`config.mk`:
```
export PLATFORM = sky130hd
export DESIGN_NAME = dual_port_blockram_arbiter
export DESIGN_NICKNAME = d
export VERILOG_FILES = /design/src/rtl/dual_port_blockram_arbiter.sv
export SDC_FILE = /design/constraint.sdc
export NUM_CORES = 1
export LEC_CHECK = 0
export BUFFER_PORTS_ARGS = -buffer_cell sky130_fd_sc_hd__clkbuf_2
export CAP_MARGIN = 20
export CORE_AREA = 3 3 136 138
export CTS_BUF_LIST = sky130_fd_sc_hd__clkbuf_16
export DETAILED_ROUTE_END_ITERATION = 8
export DIE_AREA = 0 0 139 141
export SLEW_MARGIN = 20
export SYNTH_ARGS = -nofsm -noshare
export SYNTH_HDL_FRONTEND = slang
export SYNTH_SLANG_ARGS = --single-unit
```
`constraint.sdc`:
```
create_clock -name clk_in -period 1.6 [get_ports clk_in]
set_input_delay 0.08 -clock clk_in [delete_from_list [all_inputs] [get_ports clk_in]]
set_output_delay 0.08 -clock clk_in [all_outputs]
set_load 0.05 [all_outputs]
```
`src/rtl/dual_port_blockram_arbiter.sv`:
```
// Arbiter sharing one single-read/single-write blockram between two requesters.
// Round-robin resolution within a class, fixed one-cycle read latency, write-to-read forwarding.
module dual_port_blockram_arbiter #(
    parameter int SINGLE_ELEMENT_SIZE_IN_BITS = 64,
    parameter int NUMBER_SET                  = 64,
    parameter int SET_PTR_WIDTH_IN_BITS       = 6
) (
    input  logic                                     clk_in,
    input  logic                                     reset_in,
    input  logic [1:0]                               req_valid_in,
    input  logic [1:0]                               req_write_in,
    input  logic [2*SET_PTR_WIDTH_IN_BITS-1:0]       req_addr_in,
    input  logic [2*SINGLE_ELEMENT_SIZE_IN_BITS-1:0] req_data_in,
    output logic [1:0]                               req_ready_out,
    output logic [1:0]                               resp_valid_out,
    output logic [SINGLE_ELEMENT_SIZE_IN_BITS-1:0]   resp_data_out,
    output logic                                     ram_read_en_out,
    output logic [SET_PTR_WIDTH_IN_BITS-1:0]         ram_read_set_addr_out,
    input  logic [SINGLE_ELEMENT_SIZE_IN_BITS-1:0]   ram_read_element_in,
    output logic                                     ram_write_en_out,
    output logic [SET_PTR_WIDTH_IN_BITS-1:0]         ram_write_set_addr_out,
    output logic [SINGLE_ELEMENT_SIZE_IN_BITS-1:0]   ram_write_element_out
);

    localparam int DW = SINGLE_ELEMENT_SIZE_IN_BITS;
    localparam int AW = SET_PTR_WIDTH_IN_BITS;

    // Depth must match the address width since addresses are never range-checked.
    if (NUMBER_SET != (1 << AW)) begin : g_depth_mismatch
        $error("NUMBER_SET must equal 2**SET_PTR_WIDTH_IN_BITS");
    end

    logic          rr_ptr_r;
    logic          resp_pending_r;
    logic          resp_id_r;
    logic          fwd_hit_r;
    logic [DW-1:0] fwd_data_r;

    logic [1:0]    read_req_s;
    logic [1:0]    write_req_s;
    logic          read_conflict_s;
    logic          write_conflict_s;
    logic          read_winner_s;
    logic          write_winner_s;
    logic          read_grant_s;
    logic          write_grant_s;
    logic [AW-1:0] read_addr_s;
    logic [AW-1:0] write_addr_s;
    logic [DW-1:0] write_data_s;

    // Classify requests and pick one winner per class; reset masks every request.
    always_comb begin
        read_req_s       = 2'b00;
        write_req_s      = 2'b00;
        if (reset_in) begin
            read_req_s  = req_valid_in & ~req_write_in;
            write_req_s = req_valid_in & req_write_in;
        end else begin
            read_req_s  = 2'b00;
            write_req_s = 2'b00;
        end
        read_conflict_s  = &read_req_s;
        write_conflict_s = &write_req_s;
        read_grant_s     = |read_req_s;
        write_grant_s    = |write_req_s;
        read_winner_s    = read_conflict_s  ? rr_ptr_r : read_req_s[1];
        write_winner_s   = write_conflict_s ? rr_ptr_r : write_req_s[1];
        read_addr_s      = read_winner_s  ? req_addr_in[2*AW-1:AW] : req_addr_in[AW-1:0];
        write_addr_s     = write_winner_s ? req_addr_in[2*AW-1:AW] : req_addr_in[AW-1:0];
        write_data_s     = write_winner_s ? req_data_in[2*DW-1:DW] : req_data_in[DW-1:0];
    end

    // Grant vector and RAM drive; idle address/data lines are held at zero.
    always_comb begin
        req_ready_out          = 2'b00;
        ram_read_en_out        = read_grant_s;
        ram_write_en_out       = write_grant_s;
        ram_read_set_addr_out  = {AW{1'b0}};
        ram_write_set_addr_out = {AW{1'b0}};
        ram_write_element_out  = {DW{1'b0}};
        if (read_grant_s) begin
            req_ready_out[read_winner_s] = 1'b1;
            ram_read_set_addr_out        = read_addr_s;
        end else begin
            ram_read_set_addr_out = {AW{1'b0}};
        end
        if (write_grant_s) begin
            req_ready_out[write_winner_s] = 1'b1;
            ram_write_set_addr_out        = write_addr_s;
            ram_write_element_out         = write_data_s;
        end else begin
            ram_write_set_addr_out = {AW{1'b0}};
            ram_write_element_out  = {DW{1'b0}};
        end
    end

    // Round-robin pointer and one-stage response tracking.
    always_ff @(posedge clk_in or negedge reset_in) begin
        if (!reset_in) begin
            rr_ptr_r       <= 1'b0;
            resp_pending_r <= 1'b0;
            resp_id_r      <= 1'b0;
            fwd_hit_r      <= 1'b0;
            fwd_data_r     <= {DW{1'b0}};
        end else begin
            if (read_conflict_s) begin
                rr_ptr_r <= ~read_winner_s;
            end else if (write_conflict_s) begin
                rr_ptr_r <= ~write_winner_s;
            end else begin
                rr_ptr_r <= rr_ptr_r;
            end
            resp_pending_r <= read_grant_s;
            if (read_grant_s) begin
                resp_id_r  <= read_winner_s;
                fwd_hit_r  <= write_grant_s && (write_addr_s == read_addr_s);
                fwd_data_r <= write_data_s;
            end else begin
                fwd_hit_r <= 1'b0;
            end
        end
    end

    // The RAM returns pre-write data on a same-address collision, so forwarded data takes priority.
    always_comb begin
        resp_valid_out = 2'b00;
        resp_data_out  = {DW{1'b0}};
        if (resp_pending_r && reset_in) begin
            resp_valid_out[resp_id_r] = 1'b1;
            resp_data_out             = fwd_hit_r ? fwd_data_r : ram_read_element_in;
        end else begin
            resp_valid_out = 2'b00;
            resp_data_out  = {DW{1'b0}};
        end
    end

endmodule
```
==> impl_metrics.yaml, run 1 <==
timing:
  final.min_clock_period_ns: 2.023
  final-max-slew-violation-count: 0
  fmax_mhz: 494.2
  worst-slew-pin-transition_ns: 0.6574
  finalHoldViolCount: 0
  worst_slew_margin_rel_pct: 56.18
  setup_viol: 185
  timing.clock.skew_ns: 0.003725
  setup_slack_ns: -0.4233
  totalNegativeSetupSlack_ns: -36.59
  setup_repair_after_global_routing_missed_its_margin: "true"
  period_share_pct: 126.5
clock_tree:
  cts_inserted_buffers: 9
  ctsRootBufferMaster: "clkbuf_16"
  tritoncts: "built"
  worst_skew_pair.late_latency_ns: 0.33
  h-tree-depth: 3
  worst_setup_hold_path_clk_slew_ns: 0.06
  cts.sink_count: 68
  clockBufferDepth: 2
yosys:
  syn_nets: 769
  synth_enable_flop_cells: 0
  synth.avg_cell_area_um2: 8.324
  synth.ff_latch_count: 68
  yosys_most_used_dff: "dfrtp_1"
  synth_cell_type_count: 27
  synthesis.yosys.warnings: 0
  synth.yosys.seq_area_share_pct: 36.57
  mappedNetlistArea_um2: 4653
  synthArstFlopShare_pct: 100.0
  syn-instance-count: 559
placement:
  placement.setup.worst_slack_ns: -0.1003
  portBuffers: 355
  dpl_cell_area_um2: 8024
  weighted_congestion_at_the_end_of_routability_driven_global_placement: 0.7836
  dp_hpwl_mm: 14.10
power_and_ir_drop:
  power.ir.vdd_worst_mv: 0.4646
  finalPower_w: 0.006993
  pwr_density_cell_nw_per_um2: 702.1
  leakagePower_nw: 4.554
layout:
  most_frequent_cells_in_the_layout: "242 x clkbuf_2, 125 x nor2_2, 83 x buf_4"
  layout_commonest_cell: "clkbuf_2"
  drive_gt1_share_pct: 70.04
  design_area_um2: 9961
  finalCoreUtilization_pct: 57.59
  antenna_cells_inserted: 0
  finalNetCount: 1203
  layout-area-overhead-vs-synth_pct: 114.1
setup_path:
  worst_r2r_path_depth: 9
  data_required_time_of_the_worst_path_ns: 1.52
  cp_cell_sequence: "nand3b_1, nand3_4, buf_12, mux2i_1, nor2_2, clkbuf_2"
  timing.rr.end: "fwd_data_r[34]$_DFFE_PN0N_"
  cp_top_family: "buffers and inverters"
  critical_path_buf_inv_count: 2
  worst-path-max-fanout: 28
  setup.worst_path.class: "flip-flop to output pin"
  critical_path.startpoint_type: "flip-flop"
  timing.critical_path.slowest_stage_cell: "dfrtp_1"
  critical_path_arrival_ns: 1.94
  timing.rr.start: "rr_ptr_r$_DFFE_PN0P_"
  rrSetupSlack_ns: -0.18
  critPathMaxStageDelay_ns: 0.37
  critical_path.endpoint_type: "output pin"
global_route:
  globalRoute.busiestLayer: "met2"
  pin_count_of_the_biggest_net_entering_global_routing: 65
  via_count_of_the_first_global_routing_pass: 5759
  met1_grt_util_pct: 21.85
  met3_track_demand_over_resource_in_global_routing_pct: 4.613
  grt_overflow_total: 0
  gr-usage-all-layers_pct: 19.34
  globalRouteMet2Util_pct: 36.21
  grt_pass1_wl_mm: 30.24
  antenna_found_initial: 0
floorplan:
  die-width_um: 139
  core_area_um2: 17300
  initial_core_util_pct: 26.90
  floorplan.die.height_um: 141
  io_pins: 356
  floorplan.rows: 48
  die-area_um2: 19600
routing:
  number_of_optimization_iterations_in_the_first_detailed_route_pass: 4
  final_antenna_net_count: 0
  drt_total_wl_mm: 20.70
  dr_total_vias: 5629
  routed_via_density: 4.603
  routedWlPerCell_um: 16.93
  dr.first_iter.drc_count: 189
  drc: 0
run_status:
  failed_checks: "setup timing"
  status: "complete, but fails checks"
hold_path:
  hold_path.class: "primary input to async pin"
run:
  maxCapViolCount: 0
[metrics by stage]
step / std cells / hold WS [ns]
3_3_place_gp: 1174 / 0.1318
3_5_place_dp: 1174 / 0.1321
2_1_floorplan: 559 / -0.2156
5_1_grt: 1223 / 0.07605
6_report: 1223 / 0.04859
4_1_cts: 1201 / 0.04314
[sequential cells by signal, summed over array words and instances (netlist names)]
| signal | cells |
|---|---|
| resp_pending_r | 1 |
| fwd_data_r | 64 |
| rr_ptr_r | 1 |
| fwd_hit_r | 1 |
| resp_id_r | 1 |
[layout make-up]
type / instances / area [um^2]
Clock inverter: 7 / 91.34
Timing Repair Buffer: 467 / 4053
Fill cell: 1463 / 7336
Multi-Input combinational cell: 444 / 3588
Sequential cell: 68 / 1705
Inverter: 3 / 16.27
Tap cell: 225 / 281.5
Clock buffer: 9 / 225.2
[worst max-delay path by stage]
stage,from,endpoint,slack (ns),depth (start not counted)
global placement,rr_ptr_r$_DFFE_PN0P_,ram_write_element_out[63],-0.09,6
floorplan,rr_ptr_r$_DFFE_PN0P_,req_ready_out[0],-0.12,4
detailed placement,rr_ptr_r$_DFFE_PN0P_,ram_write_element_out[59],-0.10,6
CTS,rr_ptr_r$_DFFE_PN0P_,ram_write_element_out[39],-0.43,6
global route,rr_ptr_r$_DFFE_PN0P_,ram_write_element_out[29],-0.54,6
finish,rr_ptr_r$_DFFE_PN0P_,ram_write_element_out[5],-0.42,6
[kinds of logic (layout without fill, tap and decap cells)]
family	Yosys count	after routing	share of synthesized area, %
flops	68	68	36.57
buf+inv	47	486	5.351
compound gates	75	75	8.793
simple gates	227	227	18.96
xor+xnor	8	8	1.506
mux	134	134	28.83
[report_power, final]
| group | internal (W) | switching, W |
|---|---|---|
| clock | 0.00136 | 0.000779 |
| combinational | 0.00120 | 0.00145 |
| sequential | 0.00202 | 0.000194 |
[synth_stat cells (2+ instances only)]
cell type  instances  area (um^2)
mux2i_1          134         1341
buf_2             19        95.09
xnor2_1            8        70.07
buf_6              6        67.56
inv_1              2        7.510
nand2_1           16        60.06
clkbuf_1          17        63.81
a21oi_1           70        350.3
dfrtp_1           68         1702
and3_1             2        12.51
nand3_1            3        15.01
nor2_1           199        747.0
[metal layers]
metal	part of all wire, %	up-vias
li1	-	2749
met1	39	2641
met2	54	217
met3	6.2	22
met4	1.6	0
met5	0	-
[repair_timing]
action	CTS	global route
setup endpoints to repair	177	211
hold buffers	1	0
resized for setup	150	201
hold endpoints to repair	68	0
buffers inserted	4	21
cloned	6	3
pin swaps	2	5
[worst min-delay path: stages]
cell and delay (ns):
buf_4 0.09, dlymetal6s4s_1 0.34, buf_12 0.20
No activity file was read; power rests on OpenSTA's default activity.
==> run 2, diff against run 1 <==
BUFFER_PORTS_ARGS = unset   (was -buffer_cell sky130_fd_sc_hd__clkbuf_2)
CORE_AREA = 3 3 137 139   (was 3 3 136 138)
DIE_AREA = 0 0 140 142   (was 0 0 139 141)
DONT_BUFFER_PORTS = 1   (was unset)
==> run 2 against run 1 <==
  * The run ends with hold timing, setup timing left
  * Hold slack worse by 0.61 ns
  * Highest routed layer unchanged
  * Sequential power hardly changed
  * Fmax is 0.89% higher
  * Worst setup slack better by 0.018 ns
  * First-iteration DRC count is 13% lower
  * Critical path depth stayed put
  * Die area is 1.4% higher
  * Clock skew is 0.0029 ns higher
==> impl_metrics.yaml, run 2 (synthesis results as in run 1) <==
floorplan:
  io_pins: 356
  die-width_um: 140
  core_area_um2: 17780
  floorplan.rows: 49
  floorplan.die.height_um: 142
  die-area_um2: 19880
  initial_core_util_pct: 26.17
setup_path:
  timing.rr.end: "fwd_data_r[48]$_DFFE_PN0N_"
  worst_r2r_path_depth: 5
  critical_path_arrival_ns: 1.93
  data_required_time_of_the_worst_path_ns: 1.52
  critical_path.endpoint_type: "output pin"
  critical_path.startpoint_type: "flip-flop"
  worst-path-max-fanout: 24
  rrSetupSlack_ns: 0.01
  setup.worst_path.class: "flip-flop to output pin"
  timing.rr.start: "rr_ptr_r$_DFFE_PN0P_"
global_route:
  grt_overflow_total: 0
  grt_pass1_wl_mm: 33.70
  pin_count_of_the_biggest_net_entering_global_routing: 76
  antenna_found_initial: 0
  gr-usage-all-layers_pct: 22.07
  via_count_of_the_first_global_routing_pass: 5763
routing:
  drt_total_wl_mm: 23.66
  routed_via_density: 4.958
  routedWlPerCell_um: 21.99
  number_of_optimization_iterations_in_the_first_detailed_route_pass: 4
  drc: 0
  dr.first_iter.drc_count: 164
  final_antenna_net_count: 0
  dr_total_vias: 5335
clock_tree:
  clockBufferDepth: 2
  tritoncts: "built"
  worst_skew_pair.late_latency_ns: 0.34
  cts.sink_count: 68
  h-tree-depth: 3
  worst_setup_hold_path_clk_slew_ns: 0.06
  ctsRootBufferMaster: "clkbuf_16"
  cts_inserted_buffers: 9
layout:
  layout_commonest_cell: "buf_12"
  most_frequent_cells_in_the_layout: "156 x buf_12, 123 x nor2_2, 119 x dlygate4sd3_1"
  flip_flop_count_of_the_largest_register_after_layout: 64
  antenna_cells_inserted: 0
  design_area_um2: 10660
  finalNetCount: 1052
  num-fill-cells: 1331
  drive_gt1_share_pct: 50.18
  largest-register: "fwd_data_r"
  layout-area-overhead-vs-synth_pct: 129.0
run_status:
  failed_checks: "hold timing, setup timing"
  status: "complete, but fails checks"
timing:
  setup_viol: 142
  setup_repair_after_global_routing_missed_its_margin: "true"
  worst_slew_margin_rel_pct: 62.85
  finalHoldWorstSlack_ns: -0.5654
  finalHoldViolCount: 70
  totalNegativeSetupSlack_ns: -32.47
  period_share_pct: 125.3
  setup_slack_ns: -0.4055
  worst-slew-pin-transition_ns: 0.5592
  fmax_mhz: 498.6
  timing.clock.skew_ns: 0.006663
  final-max-slew-violation-count: 0
  final.min_clock_period_ns: 2.006
power_and_ir_drop:
  finalPower_w: 0.006906
  power.ir.vdd_worst_mv: 0.5369
  pwr_density_cell_nw_per_um2: 648.1
  leakagePower_nw: 4.057
placement:
  dp_hpwl_mm: 14.42
  weighted_congestion_at_the_end_of_routability_driven_global_placement: 0.7949
  dpl_cell_area_um2: 8267
  placement.setup.worst_slack_ns: -0.02328
  portBuffers: 0
hold_path:
  hold_path.class: "primary input to async pin"
run:
  maxCapViolCount: 0
run 2: cell count changes in the layout (fill, tap and decap cells not counted), sizes merged:
cell and delta:
dlygate4sd3 +119, bufinv -1, dlymetal6s4s -1, inv +1, clkbuf -267, buf -2
run 2: worst max path at each step:
stage	startpoint	to	slack (ns)	depth (start not counted)
after floorplan	rr_ptr_r$_DFFE_PN0P_	req_ready_out[0]	-0.12	4
after detailed placement	rr_ptr_r$_DFFE_PN0P_	ram_write_element_out[21]	-0.02	6
after global placement	rr_ptr_r$_DFFE_PN0P_	ram_write_element_out[63]	-0.01	6
final	rr_ptr_r$_DFFE_PN0P_	ram_write_element_out[48]	-0.41	6
after global routing	rr_ptr_r$_DFFE_PN0P_	ram_write_element_out[47]	-0.52	6
after CTS	rr_ptr_r$_DFFE_PN0P_	ram_write_element_out[18]	-0.38	7
run 2: through the flow:
stage	util, %	cells
after detailed placement	46.50	912
final	59.94	1076
after floorplan	-	559
after global routing	59.94	1076
after global placement	46.50	912
after CTS	56.87	1053
run 2: power breakdown:
part | total [W] | internal (W) | leakage (nW) | switching (W)
clock | 0.00197 | 0.00119 | 0.141 | 0.000790
sequential | 0.00221 | 0.00202 | 0.752 | 0.000195
combinational | 0.00272 | 0.00130 | 3.16 | 0.00142
run 2: timing repair:
| item | CTS | global route |
|---|---|---|
| gates resized for setup | 52 | 82 |
| setup buffers | 9 | 19 |
| pin swaps | 7 | 15 |
| setup endpoints to repair | 137 | 177 |
| endpoints found under the hold margin | 119 | 72 |
| cloned | 5 | 2 |
| hold buffers | 111 | 8 |
run 2: cell type report:
class	instances	area [um^2]	area share, %
multi-input cells	444	3621	33.98
inverters	3	13.76	0.1292
clock inverters	7	58.81	0.5518
flip-flops and latches	68	1705	16.00
repair buffers	316	4746	44.53
well taps	229	286.5	2.689
clock buffers	9	225.2	2.113
run 2: per-layer routing:
metal,global-route usage (%),share of wire [%],vias to the layer above
met5,0,0,-
met4,9.689,4.2,0
met3,5.007,6.0,56
met2,41.07,55,248
met1,23.99,35,2587
li1,-,-,2444
run 2: critical path, cell delays in order (launching register included):
cell and delay, ns:
dfrtp_1 0.37, nand3b_1 0.21, nand3_4 0.16, buf_12 0.26, mux2i_1 0.32, nor2_2 0.09
buf_12 0.16
